[src/rtl/smp_seq_ctrl_if.sv]
// ============================================================================
// Module   : smp_seq_ctrl_if
// Purpose  : Handshake and status bundle between trigger logic and the
//            sample-window sequencer (smp_seq_ctrl).
// Revision : 1.0 - initial release
// ============================================================================
`default_nettype none

interface smp_seq_ctrl_if #(
  parameter int WIDTH     = 4,
  parameter int DLY_WIDTH = 8
);
  logic                 trig;
  logic [DLY_WIDTH-1:0] dly;
  logic [WIDTH-1:0]     nsmp;
  logic                 hold;
  logic                 abort;
  logic                 clr_ovf;
  logic                 ce;
  logic                 clr;
  logic [WIDTH-1:0]     addr;
  logic                 busy;
  logic                 done;
  logic                 ovf;

  // Trigger-side view: drives requests, observes status.
  modport master (
    output trig, dly, nsmp, hold, abort, clr_ovf,
    input  ce, clr, addr, busy, done, ovf
  );

  // Sequencer view.
  modport slave (
    input  trig, dly, nsmp, hold, abort, clr_ovf,
    output ce, clr, addr, busy, done, ovf
  );
endinterface

`default_nettype wire

[src/rtl/smp_seq_ctrl.sv]
// ============================================================================
// Module   : smp_seq_ctrl
// Purpose  : Sample-window sequencer for the CFEB sample-address counter.
//            Trigger -> clear counter -> programmable delay -> NSMP counted
//            samples, with hold, abort, done pulse and lost-trigger flag.
// Options  : CFEB_SEQ_TMR_EN - triplicates state, delay counter, remaining
//            counter and ADDR with a bitwise majority vote (self-scrubbing).
// Revision : 1.0 - initial release
// ============================================================================
`default_nettype none

module smp_seq_ctrl #(
  parameter int WIDTH     = 4,
  parameter int DLY_WIDTH = 8
) (
  input wire logic      clk,
  input wire logic      rst,
  smp_seq_ctrl_if.slave bus
);

  typedef enum logic [2:0] {
    S_IDLE  = 3'd0,
    S_ARM   = 3'd1,
    S_DELAY = 3'd2,
    S_RUN   = 3'd3,
    S_FIN   = 3'd4
  } state_t;

`ifdef CFEB_SEQ_TMR_EN
  localparam int COPIES = 3;
`else
  localparam int COPIES = 1;
`endif

  // Register copies; the state copies are plain vectors so that a corrupted
  // copy can hold any bit pattern, the vote restores a legal encoding.
  (* keep = "true" *) logic [2:0]           state_q [COPIES];
  (* keep = "true" *) logic [DLY_WIDTH-1:0] dly_q   [COPIES];
  (* keep = "true" *) logic [WIDTH-1:0]     rem_q   [COPIES];
  (* keep = "true" *) logic [WIDTH-1:0]     addr_q  [COPIES];
  logic                                     ovf_q;

  // Voted (or single-copy) current values that all logic decodes from.
  state_t               state_v;
  logic [DLY_WIDTH-1:0] dly_v;
  logic [WIDTH-1:0]     rem_v;
  logic [WIDTH-1:0]     addr_v;

`ifdef CFEB_SEQ_TMR_EN
  // Bitwise 2-of-3 majority of each triplicated register.
  always_comb begin
    state_v = state_t'((state_q[0] & state_q[1]) | (state_q[0] & state_q[2]) |
                       (state_q[1] & state_q[2]));
    dly_v   = (dly_q[0] & dly_q[1]) | (dly_q[0] & dly_q[2]) | (dly_q[1] & dly_q[2]);
    rem_v   = (rem_q[0] & rem_q[1]) | (rem_q[0] & rem_q[2]) | (rem_q[1] & rem_q[2]);
    addr_v  = (addr_q[0] & addr_q[1]) | (addr_q[0] & addr_q[2]) |
              (addr_q[1] & addr_q[2]);
  end
`else
  // Single copy: pass the registers straight through.
  always_comb begin
    state_v = state_t'(state_q[0]);
    dly_v   = dly_q[0];
    rem_v   = rem_q[0];
    addr_v  = addr_q[0];
  end
`endif

  // Window FSM; every copy is rewritten from the voted value each cycle.
  always_ff @(posedge clk) begin
    if (rst) begin
      ovf_q <= 1'b0;
      for (int i = 0; i < COPIES; i++) begin
        state_q[i] <= S_IDLE;
        dly_q[i]   <= '0;
        rem_q[i]   <= '0;
        addr_q[i]  <= '0;
      end
    end else begin
      // A trigger outside IDLE is lost; setting beats a simultaneous clear.
      if (bus.trig && (state_v != S_IDLE)) begin
        ovf_q <= 1'b1;
      end else if (bus.clr_ovf) begin
        ovf_q <= 1'b0;
      end

      for (int i = 0; i < COPIES; i++) begin
        state_q[i] <= state_v;
        dly_q[i]   <= dly_v;
        rem_q[i]   <= rem_v;
        addr_q[i]  <= addr_v;

        if (bus.abort) begin
          // Abort returns to IDLE with ADDR held; in IDLE it masks TRIG.
          state_q[i] <= S_IDLE;
        end else begin
          case (state_v)
            S_IDLE: begin
              if (bus.trig) begin
                state_q[i] <= S_ARM;
                dly_q[i]   <= bus.dly;
                rem_q[i]   <= bus.nsmp;
              end
            end
            S_ARM: begin
              addr_q[i]  <= '0;
              state_q[i] <= (dly_v != '0) ? S_DELAY : S_RUN;
            end
            S_DELAY: begin
              dly_q[i] <= dly_v - 1'b1;
              if (dly_v == DLY_WIDTH'(1)) begin
                state_q[i] <= S_RUN;
              end
            end
            S_RUN: begin
              // Remaining count of 0 wraps, giving the full 2^WIDTH range.
              if (!bus.hold) begin
                addr_q[i] <= addr_v + 1'b1;
                rem_q[i]  <= rem_v - 1'b1;
                if (rem_v == WIDTH'(1)) begin
                  state_q[i] <= S_FIN;
                end
              end
            end
            S_FIN: begin
              state_q[i] <= S_IDLE;
            end
            default: begin
              state_q[i] <= S_IDLE;
            end
          endcase
        end
      end
    end
  end

  // Output decode from the voted state; CE follows HOLD combinationally.
  assign bus.ce   = (state_v == S_RUN) && !bus.hold;
  assign bus.clr  = (state_v == S_ARM);
  assign bus.done = (state_v == S_FIN);
  assign bus.busy = (state_v != S_IDLE);
  assign bus.addr = addr_v;
  assign bus.ovf  = ovf_q;

endmodule

`default_nettype wire

[src/flat_wrapper.sv]
// flat-port wrapper written by rule: the top's interface ports become plain ports
module smp_seq_ctrl_flat 
#(
  parameter int WIDTH     = 4,
  parameter int DLY_WIDTH = 8
)
  (clk, rst, bus_trig, bus_dly, bus_nsmp, bus_hold, bus_abort, bus_clr_ovf, bus_ce, bus_clr, bus_addr, bus_busy, bus_done, bus_ovf);
  smp_seq_ctrl_if #(.WIDTH(WIDTH), .DLY_WIDTH(DLY_WIDTH)) bus_i ();
  input wire logic clk;
  input wire logic rst;
  input wire logic [$bits(bus_i.trig)-1:0] bus_trig;
  input wire logic [$bits(bus_i.dly)-1:0] bus_dly;
  input wire logic [$bits(bus_i.nsmp)-1:0] bus_nsmp;
  input wire logic [$bits(bus_i.hold)-1:0] bus_hold;
  input wire logic [$bits(bus_i.abort)-1:0] bus_abort;
  input wire logic [$bits(bus_i.clr_ovf)-1:0] bus_clr_ovf;
  output wire logic [$bits(bus_i.ce)-1:0] bus_ce;
  output wire logic [$bits(bus_i.clr)-1:0] bus_clr;
  output wire logic [$bits(bus_i.addr)-1:0] bus_addr;
  output wire logic [$bits(bus_i.busy)-1:0] bus_busy;
  output wire logic [$bits(bus_i.done)-1:0] bus_done;
  output wire logic [$bits(bus_i.ovf)-1:0] bus_ovf;
  assign bus_i.trig = bus_trig;
  assign bus_i.dly = bus_dly;
  assign bus_i.nsmp = bus_nsmp;
  assign bus_i.hold = bus_hold;
  assign bus_i.abort = bus_abort;
  assign bus_i.clr_ovf = bus_clr_ovf;
  assign bus_ce = bus_i.ce;
  assign bus_clr = bus_i.clr;
  assign bus_addr = bus_i.addr;
  assign bus_busy = bus_i.busy;
  assign bus_done = bus_i.done;
  assign bus_ovf = bus_i.ovf;
  smp_seq_ctrl #(.WIDTH(WIDTH), .DLY_WIDTH(DLY_WIDTH)) u_core (.clk(clk), .rst(rst), .bus(bus_i));
endmodule
[config.mk]
export PLATFORM = sky130hd
export DESIGN_NAME = smp_seq_ctrl_flat
export DESIGN_NICKNAME = d
export VERILOG_FILES = /design/src/rtl/smp_seq_ctrl_if.sv /design/src/rtl/smp_seq_ctrl.sv /design/src/flat_wrapper.sv
export SDC_FILE = /design/constraint.sdc
export NUM_CORES = 1
export LEC_CHECK = 0
export ABC_AREA = 1
export ABC_CLOCK_PERIOD_IN_PS = 1900
export CORE_MARGIN = 8
export CORE_UTILIZATION = 40
export CTS_BUF_LIST = sky130_fd_sc_hd__clkbuf_8
export CTS_CLUSTER_SIZE = 30
export DETAILED_ROUTE_END_ITERATION = 16
export GPL_TIMING_DRIVEN = 0
export SKIP_CTS_REPAIR_TIMING = 1
export SLEW_MARGIN = 30
export SYNTH_ARGS = -nofsm -noshare
export SYNTH_HDL_FRONTEND = slang
export SYNTH_SLANG_ARGS = --single-unit
[constraint.sdc]
create_clock -name clk -period 1.9 [get_ports clk]
set_input_delay 0.285 -clock clk [delete_from_list [all_inputs] [get_ports clk]]
set_output_delay 0.285 -clock clk [all_outputs]
set_load 0.02 [all_outputs]
==> flow_summary.toml, run 1 <==
[outcome]
status = "finished, final reports clean"

[grt]
grt_pass1_vias = 1133
grt_pass1_wl_mm = 4.89
grt_max_degree = 13
grt_usage = 0.117
grt-ovfl-total = 0
grt_antenna_before_repair = 0

[finish]
fin_nets = 211
drive_above_1_share = 0.156
synthToLayoutAreaGrowth_pct = 32.7
num_antenna_cells = 0
layout.cells.non_filler = 232

[worst_setup_path]
crit_type = "reg -> out"
cp.required_ns = 1.62
crit_path_end_kind = "primary output"
path_max_fanout = 4
cp_data_arrival_time_ns = 1.58
crit_path_start_kind = "flip-flop"

[clocking]
cts_tree = "built"
clock-root-buffer = "clkbuf_8"
clkTransAtPathRegs_ns = 0.08
cts_sinks = 20
cts_made_buffers = 3
clock_latency_ns = 0.27
htree_levels = 1
clock_path_buffers = 2

[floorplanning]
die_w_um = 73.4
start_util = 0.405
core_um2 = 3260
die_y_um = 73.4
die_area_um2 = 5390
rows = 21
pin_count = 27

[timing]
hold_violations = 0
worst_slew_pin_slew_ns = 0.421
slew_violations = 0
skew_ns = 0.00721
finalSetupViolations = 0
finalCritPeriodShare = 0.981
max_slew_margin = 0.719
fmax_mhz = 537
final.min_clock_period_ns = 1.86

[power]
swShare = 0.255
power_w = 0.00122
power_frac_comb = 0.197
vdd_drop_max_v = 0.000444
pwr-share-seq = 0.447
switching_power_w = 0.000312
p_per_area_nw_per_um2 = 698
p_leak_nw = 0.778
p_clk_frac = 0.356
p_int_w = 0.000910

[synth]
netlist_area_um2 = 1320
synth_seq_area_share = 0.448
ys_types = 26
syn-instance-count = 152
ys_seq_elements = 20
ys_warn_count = 0
syn-num-nets = 176
yosys.area.top_type = "edfxtp_1"
syn-mean-instance-area_um2 = 8.68
synth_top_area_share = 0.433
ys_top_cells_by_area = "edfxtp_1 (43%), nand3_1 (7.2%), nand2_1 (7.1%)"

[placed_design]
dp_cells = 224
place.gp.congestion = 0.860
hpwl_mm = 2.35
place.port_buffers = 26

[route]
wl_per_cell_um = 13.1
via_per_inst = 4.84
drt_iter0_drc = 47
antenna_left = 0
num_vias = 1122
drc = 0
routed_wl_mm = 3.03
firstDrtPassIters = 4

[hold_path]
hold_class = "reg -> reg"

[flow_run]
maxCapViolations = 0
Yosys cell counts:
master,count
nand2_2,1
o21ai_0,4
o211ai_1,1
o31ai_1,1
nor2_4,4
nand4_2,1
nor2_2,1
nand2_1,25
a21oi_1,5
nand4_1,1
o21ai_2,3
edfxtp_1,19
or2_2,1
nor3_2,1
o21ai_1,5
nand3_1,19
nor3_1,1
buf_6,3
ha_1,6
xnor2_1,3
dfxtp_1,1
nor2_1,22
nand3_2,3
inv_2,3
a21boi_0,1
inv_1,17
stage by stage:
| step | TNS [ns] | instance area, um2 | setup slack [ns] | hold slack [ns] | utilization |
|---|---|---|---|---|---|
| after floorplan | 0 | 1320 | 0.359 | 0.354 | - |
| after global placement | -1.29 | 1640 | -0.146 | 0.459 | 0.502 |
| after detailed placement | -1.37 | 1640 | -0.142 | 0.465 | 0.502 |
| after CTS | -0.278 | 1710 | -0.123 | 0.476 | 0.524 |
| after global routing | -0.0212 | 1750 | -0.0212 | 0.486 | 0.537 |
| final | 0 | 1750 | 0.0366 | 0.471 | 0.537 |
path summary, 6_finish.rpt:
| kind | start | end | slack (ns) | cells past startpoint |
|---|---|---|---|---|
| setup / recovery | u_core.state_q[0][0]$_SDFFCE_PP0P_ | bus_busy | 0.04 | 3 |
| hold / removal | u_core.bus.ovf$_SDFFE_PP0P_ | u_core.bus.ovf$_SDFFE_PP0P_ | 0.47 | 2 |
| setup reg to reg | u_core.state_q[0][0]$_SDFFCE_PP0P_ | u_core.dly_q[0][4]$_SDFFCE_PN0P_ | 0.20 | 5 |
| hold reg to reg | u_core.bus.ovf$_SDFFE_PP0P_ | u_core.bus.ovf$_SDFFE_PP0P_ | 0.47 | 2 |
state kept, by name, indices dropped and copies added, names as in the netlist:
register	cells
u_core.state_q	3
u_core.addr_q	4
u_core.rem_q	4
u_core.bus.ovf	1
u_core.dly_q	8
metal layers:
metal,part of all wire,routed length [um],track usage,vias up
met2,0.52,1580,0.214,24
met1,0.41,1250,0.120,515
li1,-,-,-,579
met4,0.012,37,0.0399,0
met3,0.057,172,0.0382,4
met5,0,0,0,-
cells by family after synthesis:
logic type | synth area share
AO/OA/AOI/OAI | 0.0901
AND/OR/NAND/NOR | 0.303
buffers and inverters | 0.0825
XOR/XNOR | 0.0199
adder cells (fa/ha/maj) | 0.0569
flip-flops | 0.448
worst max-delay path, cell delays in order, from the launching register on:
cell and delay [ns]:
edfxtp_1 0.49, nor2_4 0.19, nand2_1 0.08, clkdlybuf4s50_1 0.54
power groups by stage:
stage / combinational [W] / clock (W) / sequential, W
global placement: 0.000223 / 0 / 0.000556
detailed placement: 0.000227 / 0 / 0.000557
floorplan: 0.000129 / 0 / 0.000558
CTS: 0.000228 / 0.000441 / 0.000547
global route: 0.000266 / 0.000461 / 0.000549
finish: 0.000241 / 0.000435 / 0.000546
cell usage in the layout, fill, tap and decap left out, types with 3 or more instances in the layout:
| cell type | synthesis | layout |
|---|---|---|
| nand2_1 | 25 | 25 |
| clkdlybuf4s50_1 | 0 | 23 |
| nor2_1 | 22 | 22 |
| nand3_1 | 19 | 19 |
| edfxtp_1 | 19 | 19 |
| inv_1 | 17 | 17 |
| ha_1 | 6 | 6 |
| nor2_4 | 4 | 5 |
| o21ai_1 | 5 | 5 |
| a21oi_1 | 5 | 5 |
| o21ai_0 | 4 | 4 |
| buf_4 | 0 | 4 |
| inv_2 | 3 | 3 |
| buf_6 | 3 | 3 |
| nand3_2 | 3 | 3 |
| xnor2_1 | 3 | 3 |
| o21ai_2 | 3 | 3 |
| clkbuf_8 | 0 | 3 |
| dlymetal6s2s_1 | 0 | 3 |
final cells by class:
| class | count | area [um2] |
|---|---|---|
| clock buffers | 3 | 41.3 |
| plain buffers | 3 | 33.8 |
| multi-input cells | 109 | 624 |
| inverters | 20 | 75.1 |
| repair buffers | 30 | 298 |
| fillers | 324 | 1510 |
| well taps | 46 | 57.6 |
| clock inverters | 1 | 30.0 |
| flip-flops and latches | 20 | 591 |
No activity file was read; power rests on OpenSTA's default activity.
==> run 2: changes to the inputs <==
--- a/config.mk
+++ b/config.mk
@@ -6,7 +6,7 @@
 export NUM_CORES = 1
 export LEC_CHECK = 0
 export ABC_AREA = 1
-export ABC_CLOCK_PERIOD_IN_PS = 1900
+export ABC_CLOCK_PERIOD_IN_PS = 2300
 export CORE_MARGIN = 8
 export CORE_UTILIZATION = 40
 export CTS_BUF_LIST = sky130_fd_sc_hd__clkbuf_8
==> constraint.sdc (replaced) <==
create_clock -name clk -period 2.3 [get_ports clk]
set_input_delay 0.345 -clock clk [delete_from_list [all_inputs] [get_ports clk]]
set_output_delay 0.345 -clock clk [all_outputs]
set_load 0.02 [all_outputs]
==> run 2 against run 1 <==
Sequential share of layout area rose by 0.84 points; die area stayed put; core utilization down 1.3 points; setup slack better by 0.20 ns; flip-flop and latch count unchanged; critical path depth increased by 1; register-to-register slack better by 0.36 ns; clock power down 17%; largest cell class unchanged; count of clock-buffer cells in the layout did not move.
==> flow_summary.toml, run 2 (same netlist as run 1, synthesis figures left out) <==
[worst_setup_path]
path_max_fanout = 4
timing.rr.end = "u_core.dly_q[0][4]$_SDFFCE_PN0P_"
crit_chain = "nor2_2, nand2_1, inv_1, clkdlybuf4s50_1"
max_stage_delay_ns = 0.59
crit_cells = 4
crit_buf_inv = 2
reg2reg_from = "u_core.state_q[0][0]$_SDFFCE_PP0P_"
r2r_setup_slack_ns = 0.56
crit_path_start_kind = "flip-flop"
cp_slowest_cell = "clkdlybuf4s50_1"
cp.required_ns = 1.96
crit_path_end_kind = "primary output"
crit_path_start = "u_core.state_q[0][0]$_SDFFCE_PP0P_"
path_delay_family = "buffers and inverters"
cp_data_arrival_time_ns = 1.72
cp-endpoint = "bus_done"
crit_type = "reg -> out"
r2r_cells = 5

[finish]
layout.filler_cells = 324
num_antenna_cells = 0
reg_top3 = "u_core.dly_q: 8 flops, u_core.addr_q: 4 flops, u_core.rem_q: 4 flops"
regMostFlops = "u_core.dly_q"
layout_commonest_cell = "clkdlybuf4s50_1"
fin_nets = 207
layout.cells.non_filler = 228
most-common-layout-cells = "clkdlybuf4s50_1 (26), nand2_1 (25), nor2_1 (22)"
synthToLayoutAreaGrowth_pct = 29.5
drive_above_1_share = 0.137
largest_reg_flops = 8

[power]
p_per_area_nw_per_um2 = 584
p_leak_nw = 0.705
switching_power_w = 0.000252
power_frac_comb = 0.187
p_int_w = 0.000744
vdd_drop_max_v = 0.000368
pwr-share-seq = 0.453
swShare = 0.253
p_clk_frac = 0.360

[route]
drc = 0
wl_met2_mm = 1.51
antenna_left = 0
via_per_inst = 4.85
wl_per_cell_um = 12.9
drt_iter0_drc = 45
top_layer_used = "met4"
firstDrtPassIters = 4
num_vias = 1105
dr_wl_met3_um = 158
routed_wl_mm = 2.93
met1_length_mm = 1.22

[clocking]
clock_path_buffers = 2
clock-root-buffer = "clkbuf_8"
htree_levels = 1
cts_sinks = 20
clkTransAtPathRegs_ns = 0.08
clock_latency_ns = 0.27
cts_made_buffers = 3
cts_tree = "built"

[timing]
worst_slew_pin_slew_ns = 0.419
slew_violations = 0
final.min_clock_period_ns = 2.06
finalSetupViolations = 0
skew_ns = 0.00579
finalCritPeriodShare = 0.896
tns_ns = 0
rsz0062_at_grt = "no"
hold_violations = 0
max_slew_margin = 0.720
fmax_mhz = 485

[grt]
grt_pass1_vias = 1133
grt_max_degree = 13
grt_usage = 0.117
grt_pass1_wl_mm = 4.89
grt-ovfl-total = 0
grt_antenna_before_repair = 0

[floorplanning]
die_y_um = 73.4
die_w_um = 73.4
start_util = 0.405
core_um2 = 3260
rows = 21
die_area_um2 = 5390
pin_count = 27

[outcome]
status = "finished, final reports clean"

[placed_design]
dp_cells = 224
place.gp.congestion = 0.860
place.port_buffers = 26
hpwl_mm = 2.35

[hold_path]
hold_class = "reg -> reg"

[flow_run]
maxCapViolations = 0
run 2: changes by cell type in the layout (fill, tap and decap cells not counted), sizes merged:
| cell | previous run | this run |
|---|---|---|
| dlymetal6s2s | 3 | 0 |
| buf | 7 | 3 |
| clkdlybuf4s50 | 23 | 26 |
run 2: area by class of cell:
class | instances | area [um2] | area share
Timing Repair Buffer | 26 | 260 | 0.152
Buffer | 3 | 33.8 | 0.0198
Tap cell | 46 | 57.6 | 0.0337
Clock buffer | 3 | 41.3 | 0.0242
Multi-Input combinational cell | 109 | 619 | 0.363
Inverter | 20 | 75.1 | 0.0440
Sequential cell | 20 | 591 | 0.346
Clock inverter | 1 | 30.0 | 0.0176
run 2: per-stage QoR:
step	instance area, um2	total power (W)	worst slack (ns)	hold WS [ns]	util
floorplan	1320	0.000568	0.759	0.414	-
CTS	1710	0.00100	0.217	0.476	0.524
finish	1710	0.000997	0.239	0.471	0.524
global placement	1640	0.000643	0.194	0.459	0.502
detailed placement	1640	0.000648	0.198	0.465	0.502
global route	1710	0.00104	0.123	0.486	0.524
run 2: how the worst min path moves through the flow:
stage / startpoint / to / slack [ns] / cells past startpoint
floorplan: rst / u_core.bus.ovf$_SDFFE_PP0P_ / 0.41 / 1
global placement: u_core.bus.ovf$_SDFFE_PP0P_ / u_core.bus.ovf$_SDFFE_PP0P_ / 0.46 / 2
detailed placement: u_core.bus.ovf$_SDFFE_PP0P_ / u_core.bus.ovf$_SDFFE_PP0P_ / 0.47 / 2
CTS: u_core.bus.ovf$_SDFFE_PP0P_ / u_core.bus.ovf$_SDFFE_PP0P_ / 0.48 / 2
global route: u_core.bus.ovf$_SDFFE_PP0P_ / u_core.bus.ovf$_SDFFE_PP0P_ / 0.49 / 2
finish: u_core.bus.ovf$_SDFFE_PP0P_ / u_core.bus.ovf$_SDFFE_PP0P_ / 0.47 / 2
run 2: metal layers:
layer / up-vias / global-route usage
met2: 22 / 0.214
li1: 571 / -
met3: 4 / 0.0382
met5: - / 0
met1: 508 / 0.120
met4: 0 / 0.0399
run 2: power groups by stage:
stage          clock [W]  combinational, W  sequential [W]
6_report        0.000359          0.000186        0.000452
5_1_grt         0.000381          0.000207        0.000455
4_1_cts         0.000365          0.000189        0.000452
3_5_place_dp           0          0.000188        0.000460
3_3_place_gp           0          0.000184        0.000459
2_1_floorplan          0          0.000107        0.000461
run 2: worst reg2reg max path, stage by stage (launching register included):
cell	delay [ns]
edfxtp_1	0.47
nor2_2	0.23
nand3_2	0.12
nor2_4	0.16
inv_1	0.10
nand3_1	0.31
